`config.mk`:
```
export PLATFORM = sky130hd
export DESIGN_NAME = input_conditioner
export DESIGN_NICKNAME = d
export VERILOG_FILES = /design/src/rtl/input_conditioner_pkg.sv /design/src/rtl/input_conditioner_debounce_channel.sv /design/src/rtl/input_conditioner.sv
export SDC_FILE = /design/constraint.sdc
export NUM_CORES = 1
export LEC_CHECK = 0
export CAP_MARGIN = 20
export CORE_MARGIN = 2
export CORE_UTILIZATION = 55
export CTS_BUF_LIST = sky130_fd_sc_hd__clkbuf_4 sky130_fd_sc_hd__clkbuf_8
export DETAILED_ROUTE_END_ITERATION = 6
export PLACE_DENSITY = 0.72
export SKIP_CTS_REPAIR_TIMING = 1
export SLEW_MARGIN = 0
export SYNTH_ARGS = -nofsm -noshare
export SYNTH_HDL_FRONTEND = slang
export SYNTH_SLANG_ARGS = --single-unit
```
`constraint.sdc`:
```
create_clock -name clk -period 6.88 [get_ports clk]
set_clock_uncertainty 0.15 [all_clocks]
set_input_delay 1.376 -clock clk [delete_from_list [all_inputs] [get_ports clk]]
set_output_delay 1.376 -clock clk [all_outputs]
set_load 0.01 [all_outputs]
```
`src/rtl/input_conditioner_pkg.sv`:
```
// Shared definitions for the input conditioner and the central pet FSM:
// test-mode FSM encodings, selection code constants and the wrap helper.
package input_conditioner_pkg;

    typedef enum logic [1:0] {
        T_IDLE    = 2'd0,
        T_HOLD    = 2'd1,
        T_ENTERED = 2'd2,
        T_SELECT  = 2'd3
    } test_state_t;

    localparam int SEL_MAX_DEFAULT = 9;

    // test_sel codes; 0 means no selection has been made yet
    localparam logic [3:0] SEL_NONE    = 4'd0;
    localparam logic [3:0] SEL_IDLE    = 4'd1;
    localparam logic [3:0] SEL_NEUTRAL = 4'd2;
    localparam logic [3:0] SEL_TIRED   = 4'd3;
    localparam logic [3:0] SEL_SLEEP   = 4'd4;
    localparam logic [3:0] SEL_HUNGRY  = 4'd5;
    localparam logic [3:0] SEL_SAD     = 4'd6;
    localparam logic [3:0] SEL_PLAYING = 4'd7;
    localparam logic [3:0] SEL_BORED   = 4'd8;
    localparam logic [3:0] SEL_DEATH   = 4'd9;

    // Advance a selection code, wrapping from sel_max back to the first code
    function automatic logic [3:0] next_sel(input logic [3:0] sel, input logic [3:0] sel_max);
        return (sel >= sel_max) ? SEL_IDLE : sel + 4'd1;
    endfunction

endpackage

```
`src/rtl/input_conditioner_debounce_channel.sv`:
```
// One raw input channel: polarity fix, 2-flop synchroniser, stability
// counter, debounced level and a one-cycle pulse on each 0->1 level change.
module debounce_channel
    import input_conditioner_pkg::*;
#(
    parameter int ACTIVE_LOW      = 1,
    parameter int DEBOUNCE_CYCLES = 500000
) (
    input  logic clk,
    input  logic rst,
    input  logic raw,
    output logic level,
    output logic rise_pulse
);

    localparam int CW = $clog2(DEBOUNCE_CYCLES + 1);
    localparam logic [CW-1:0] CNT_LAST = CW'(DEBOUNCE_CYCLES - 1);

    logic          pressed;
    logic          sync1_reg;
    logic          sync2_reg;
    logic          stable_reg;
    logic          stable_d_reg;
    logic          pulse_reg;
    logic [CW-1:0] cnt_reg;

    assign pressed = (ACTIVE_LOW != 0) ? ~raw : raw;

    // Two-flop synchroniser for the asynchronous board input
    always_ff @(posedge clk or posedge rst) begin
        if (rst) begin
            sync1_reg <= 1'b0;
            sync2_reg <= 1'b0;
        end else begin
            sync1_reg <= pressed;
            sync2_reg <= sync1_reg;
        end
    end

    // Stable level only follows after DEBOUNCE_CYCLES consecutive mismatching samples
    always_ff @(posedge clk or posedge rst) begin
        if (rst) begin
            cnt_reg    <= '0;
            stable_reg <= 1'b0;
        end else if (sync2_reg == stable_reg) begin
            cnt_reg <= '0;
        end else if (cnt_reg == CNT_LAST) begin
            stable_reg <= sync2_reg;
            cnt_reg    <= '0;
        end else begin
            cnt_reg <= cnt_reg + 1'b1;
        end
    end

    // Registered rising-edge detect of the stable level; releases give nothing
    always_ff @(posedge clk or posedge rst) begin
        if (rst) begin
            stable_d_reg <= 1'b0;
            pulse_reg    <= 1'b0;
        end else begin
            stable_d_reg <= stable_reg;
            pulse_reg    <= stable_reg & ~stable_d_reg;
        end
    end

    assign level      = stable_reg;
    assign rise_pulse = pulse_reg;

endmodule

```
`src/rtl/input_conditioner.sv`:
```
// Front end for the pet FSM: debounces the five buttons and the tilt switch,
// emits command pulses, and runs the long-press test-mode selection FSM.
module input_conditioner
    import input_conditioner_pkg::*;
#(
    parameter int ACTIVE_LOW       = 1,
    parameter int DEBOUNCE_CYCLES  = 500000,
    parameter int TEST_HOLD_CYCLES = 100000000,
    parameter int SEL_MAX          = SEL_MAX_DEFAULT
) (
    input  logic       clk,
    input  logic       rst,
    input  logic       btn_sleep_raw,
    input  logic       btn_awake_raw,
    input  logic       btn_feed_raw,
    input  logic       btn_play_raw,
    input  logic       btn_test_raw,
    input  logic       tilt_raw,
    output logic       sleep_pulse,
    output logic       awake_pulse,
    output logic       feed_pulse,
    output logic       play_pulse,
    output logic       giro,
    output logic       test_active,
    output logic [3:0] test_sel
);

    localparam int HW = $clog2(TEST_HOLD_CYCLES + 1);
    localparam logic [HW-1:0] HOLD_LAST = HW'(TEST_HOLD_CYCLES - 1);
    localparam logic [HW-1:0] HOLD_SAT  = {HW{1'b1}};
    localparam logic [3:0]    SEL_MAX_L = 4'(SEL_MAX);

    // Channel order: 0 sleep, 1 awake, 2 feed, 3 play, 4 tilt, 5 test
    logic [5:0] raw_vec;
    logic [5:0] level_vec;
    logic [5:0] rise_vec;

    assign raw_vec = {btn_test_raw, tilt_raw, btn_play_raw, btn_feed_raw, btn_awake_raw, btn_sleep_raw};

    genvar gi;
    generate
        for (gi = 0; gi < 6; gi++) begin : g_chan
            debounce_channel #(
                .ACTIVE_LOW      (ACTIVE_LOW),
                .DEBOUNCE_CYCLES (DEBOUNCE_CYCLES)
            ) u_chan (
                .clk        (clk),
                .rst        (rst),
                .raw        (raw_vec[gi]),
                .level      (level_vec[gi]),
                .rise_pulse (rise_vec[gi])
            );
        end
    endgenerate

    // Button levels and the tilt edge are not needed by this block
    logic unused_sigs;
    assign unused_sigs = ^{level_vec[3:0], rise_vec[4]};

    logic test_level;
    logic test_rise;
    logic play_rise;

    assign test_level = level_vec[5];
    assign test_rise  = rise_vec[5];
    assign play_rise  = rise_vec[3];

    test_state_t   state_reg,    state_next;
    logic [HW-1:0] hold_reg,     hold_next;
    logic          active_reg,   active_next;
    logic [3:0]    sel_reg,      sel_next;
    logic          active_d_reg;

    // Test FSM state and its registered outputs
    always_ff @(posedge clk or posedge rst) begin
        if (rst) begin
            state_reg    <= T_IDLE;
            hold_reg     <= '0;
            active_reg   <= 1'b0;
            sel_reg      <= SEL_NONE;
            active_d_reg <= 1'b0;
        end else begin
            state_reg    <= state_next;
            hold_reg     <= hold_next;
            active_reg   <= active_next;
            sel_reg      <= sel_next;
            active_d_reg <= active_reg;
        end
    end

    // Test FSM next state: long press enters, play advances, test exits once a code is chosen
    always_comb begin
        state_next  = state_reg;
        hold_next   = hold_reg;
        active_next = active_reg;
        sel_next    = sel_reg;
        case (state_reg)
            T_IDLE: begin
                if (test_rise) begin
                    state_next = T_HOLD;
                    hold_next  = '0;
                end
            end
            T_HOLD: begin
                if (!test_level) begin
                    state_next = T_IDLE;
                end else if (hold_reg == HOLD_LAST) begin
                    state_next  = T_ENTERED;
                    active_next = 1'b1;
                    sel_next    = SEL_NONE;
                end else if (hold_reg != HOLD_SAT) begin
                    hold_next = hold_reg + 1'b1;
                end
            end
            T_ENTERED: begin
                if (!test_level) begin
                    state_next = T_SELECT;
                end
            end
            T_SELECT: begin
                if (play_rise) begin
                    sel_next = next_sel(sel_reg, SEL_MAX_L);
                end
                // Leaving with no selection would strand the pet FSM in test mode
                if (test_rise && (sel_reg != SEL_NONE)) begin
                    state_next  = T_IDLE;
                    active_next = 1'b0;
                end
            end
            default: state_next = T_IDLE;
        endcase
    end

    // Commands are suppressed in test mode and on the cycle it ends
    logic cmd_mask;
    assign cmd_mask = active_reg | active_d_reg;

    assign sleep_pulse = rise_vec[0] & ~cmd_mask;
    assign awake_pulse = rise_vec[1] & ~cmd_mask;
    assign feed_pulse  = rise_vec[2] & ~cmd_mask;
    assign play_pulse  = rise_vec[3] & ~cmd_mask;
    assign giro        = level_vec[4];
    assign test_active = active_reg;
    assign test_sel    = sel_reg;

endmodule

```
==> flow_summary.ini <==
[status]
outcome = finished, final reports clean

[finish]
largest_reg_flops = 114
num-fill-cells = 1346
final_core_util_pct = 59.7
final_net_count = 922
n_antenna_cell = 0
layout-drive-gt1-share_pct = 6.88
area_delta_synth_final_pct = 7.47

[pwr]
p_leak_nw = 3.88
p_switching_mw = 0.421
clockPowerShare_pct = 38.1
internal_power_mw = 1.38
finalPower_mw = 1.80
p_sw_share_pct = 23.4
pwr-share-comb_pct = 3.0
pwr-share-seq_pct = 58.8
power_density_mw_per_mm2 = 192
ir_drop_uv = 128

[global_route]
antenna_found_initial = 0
grt_overflow = 0
grt_pass1_wl_um = 27500
grt_max_degree = 64
grt_pass1_vias = 5909
track_usage_pct = 20.4

[clock_network]
cts_buffer_depth = 2
cts_root_buffer = clkbuf_8
path_clk_slew_ps = 90
htree_levels = 4
cts_tree = yes
worstSkewPairLatency_ps = 460
cts.sinks = 177
numCtsBuffers = 17

[critical_path]
worstPathMaxFanout = 4
worstSetupPathType = reg2out
cp.arrival_ps = 1930
worstSetupEndpoint = sleep_pulse
crit_chain = nor2_1 > and2_1 > clkdlybuf4s50_1
r2r_slack_ps = 3670
endpoint_kind = output pin
crit_slowest_cell = clkdlybuf4s50_1
rr_worst_depth = 5
cp-startpoint = test_active$_DFFE_PP0P_
critPathRequiredTime_ps = 5350
start_kind = flop
slowest_delay_ps = 540
worstReg2RegEnd = hold_reg[26]$_DFFE_PP0P_

[sta]
max_slew.worst_pin.slew_ps = 972
slew_violations = 0
tns_ps = 0
setup_viol = 0
hold_viol = 0
timing.final.crit_share_pct = 50.3
fmax_mhz = 289
max_slew_margin_pct = 35.2
rsz0062_at_grt = no
period_minus_slack_ps = 3460

[logic_synthesis]
synth_cell_type_count = 60
ys_ff_latch = 177
synth.most_common_cell = dfrtp_1
yosysTopAreaCellShare_pct = 50.7
synth_edf_count = 0
synth_top_area_cell = dfrtp_1
synth.area.top_cells = dfrtp_1 (51%), nor2_1 (7.1%), xnor2_1 (6.3%)
synth_common_cells = dfrtp_1 (177), nor2_1 (164), xnor2_1 (63)
async_flop_share_pct = 100
synth_warnings = 0
syn_nets = 917
yosysSeqAreaShare_pct = 50.7
syn-cell-area_sq_mm = 0.00873
postSynthAreaPerCell_sq_um = 9.71
synthCells = 899
ys.flop_type = dfrtp_1

[detailed_routing]
drt-total-wl_um = 15800
vias = 6285
firstDrtPassIters = 4
drtIter0Drc = 402
wire_per_inst_um = 14.0
route.detailed.drc = 0
antenna_left = 0
routed_via_density = 5.55

[min_path]
hp-class = reg2reg

[placed_design]
io_buffers = 17
gp_congestion = 0.867
dpl.hpwl_um = 10700

[floorplan]
die_w_um = 130
coreArea_sq_mm = 0.0157
die-height_um = 130
io_pins = 18
rows = 46
start_util_pct = 55.6
dieArea_sq_mm = 0.0169

[flow_run]
maxCapViolCount = 0
layout make-up:
| class | count | area, sq um | area share (%) |
|---|---|---|---|
| Clock inverter | 10 | 104 | 1.11 |
| Sequential cell | 177 | 4430 | 47.2 |
| Tap cell | 216 | 270 | 2.88 |
| Multi-Input combinational cell | 655 | 3980 | 42.4 |
| Inverter | 32 | 125 | 1.33 |
| Clock buffer | 21 | 277 | 2.95 |
| Timing Repair Buffer | 21 | 200 | 2.13 |
worst min-delay path by stage:
| stage | start | endpoint | slack (ps) | depth (start not counted) |
|---|---|---|---|---|
| 2_1_floorplan | g_chan[0].u_chan.sync1_reg$_DFF_PP0_ | g_chan[0].u_chan.sync2_reg$_DFF_PP0_ | 180 | 0 |
| 3_3_place_gp | g_chan[0].u_chan.sync1_reg$_DFF_PP0_ | g_chan[0].u_chan.sync2_reg$_DFF_PP0_ | 180 | 0 |
| 3_5_place_dp | g_chan[1].u_chan.sync1_reg$_DFF_PP0_ | g_chan[1].u_chan.sync2_reg$_DFF_PP0_ | 180 | 0 |
| 4_1_cts | g_chan[1].u_chan.sync1_reg$_DFF_PP0_ | g_chan[1].u_chan.sync2_reg$_DFF_PP0_ | 200 | 0 |
| 5_1_grt | g_chan[2].u_chan.sync1_reg$_DFF_PP0_ | g_chan[2].u_chan.sync2_reg$_DFF_PP0_ | 210 | 0 |
| 6_report | g_chan[4].u_chan.sync1_reg$_DFF_PP0_ | g_chan[4].u_chan.sync2_reg$_DFF_PP0_ | 200 | 0 |
logic make-up after synthesis:
logic type / Yosys count / synth area share (%)
AOI/OAI and AO/OA: 96 / 7.97
xor gates and xnor gates: 108 / 10.8
adders and majority gates: 10 / 1.43
buffers and inverters: 67 / 3.71
DFF: 177 / 50.7
muxes: 7 / 0.889
and+or+nand+nor: 434 / 24.4
layer usage:
metal,global-route usage (%),part of all wire [%],vias to the layer above
met1,29.1,50,3044
met5,0,0,-
met4,5.82,1.5,0
met3,4.55,3.2,18
li1,-,-,3123
met2,31.6,46,100
critical path: cells and delay by family (launching register included):
kind | cells | cell delay (ps)
buffers and inverters | 1 | 540
and+or+nand+nor | 2 | 530
DFF | 1 | 410
power by group through the flow:
stage | sequential (mW) | clock (mW) | combinational, mW
after floorplan | 1.08 | 0 | 0.0425
after global placement | 1.08 | 0 | 0.0567
after detailed placement | 1.08 | 0 | 0.0572
after CTS | 1.06 | 0.706 | 0.0575
after global routing | 1.06 | 0.753 | 0.0648
final | 1.06 | 0.687 | 0.0550
stage by stage:
step | instance area [sq um] | hold WS [ps] | cells | worst slack [ps]
3_3_place_gp | 9000 | 182 | 1101 | 3680
3_5_place_dp | 9000 | 185 | 1101 | 3670
5_1_grt | 9380 | 211 | 1132 | 3310
2_1_floorplan | 8730 | 181 | 899 | 552
6_report | 9380 | 201 | 1132 | 3420
4_1_cts | 9380 | 204 | 1132 | 3350
cell usage in the layout (no fill, tap or decap), drive strengths merged, types with 2 or more instances in the layout:
cell           netlist  final
and4                 9      9
nor2               164    164
or2                  7      7
o31ai               29     29
o21ai               20     20
nor4bb               2      2
o211ai               3      3
nand2b               5      5
a41oi                7      7
clkinv               0      2
clkinvlp             0      4
xnor2               63     63
o2111ai              3      3
nor3                28     28
clkbuf              19     21
ha                  10     10
o311ai               3      3
or3                  8      8
a21oi               11     11
nand3               58     58
dfrtp              177    177
nand4b               3      3
inv                 32     35
clkdlybuf4s50        0     17
nand2               57     57
buf                 16      4
xor2                45     45
nor4                19     19
nor4b                2      2
nor2b                7      7
mux2                 6      6
o21a                 3      3
and3                16     16
and2                13     13
nand4               32     32
a31oi                8      8
Power figures use the tool's default switching activity.
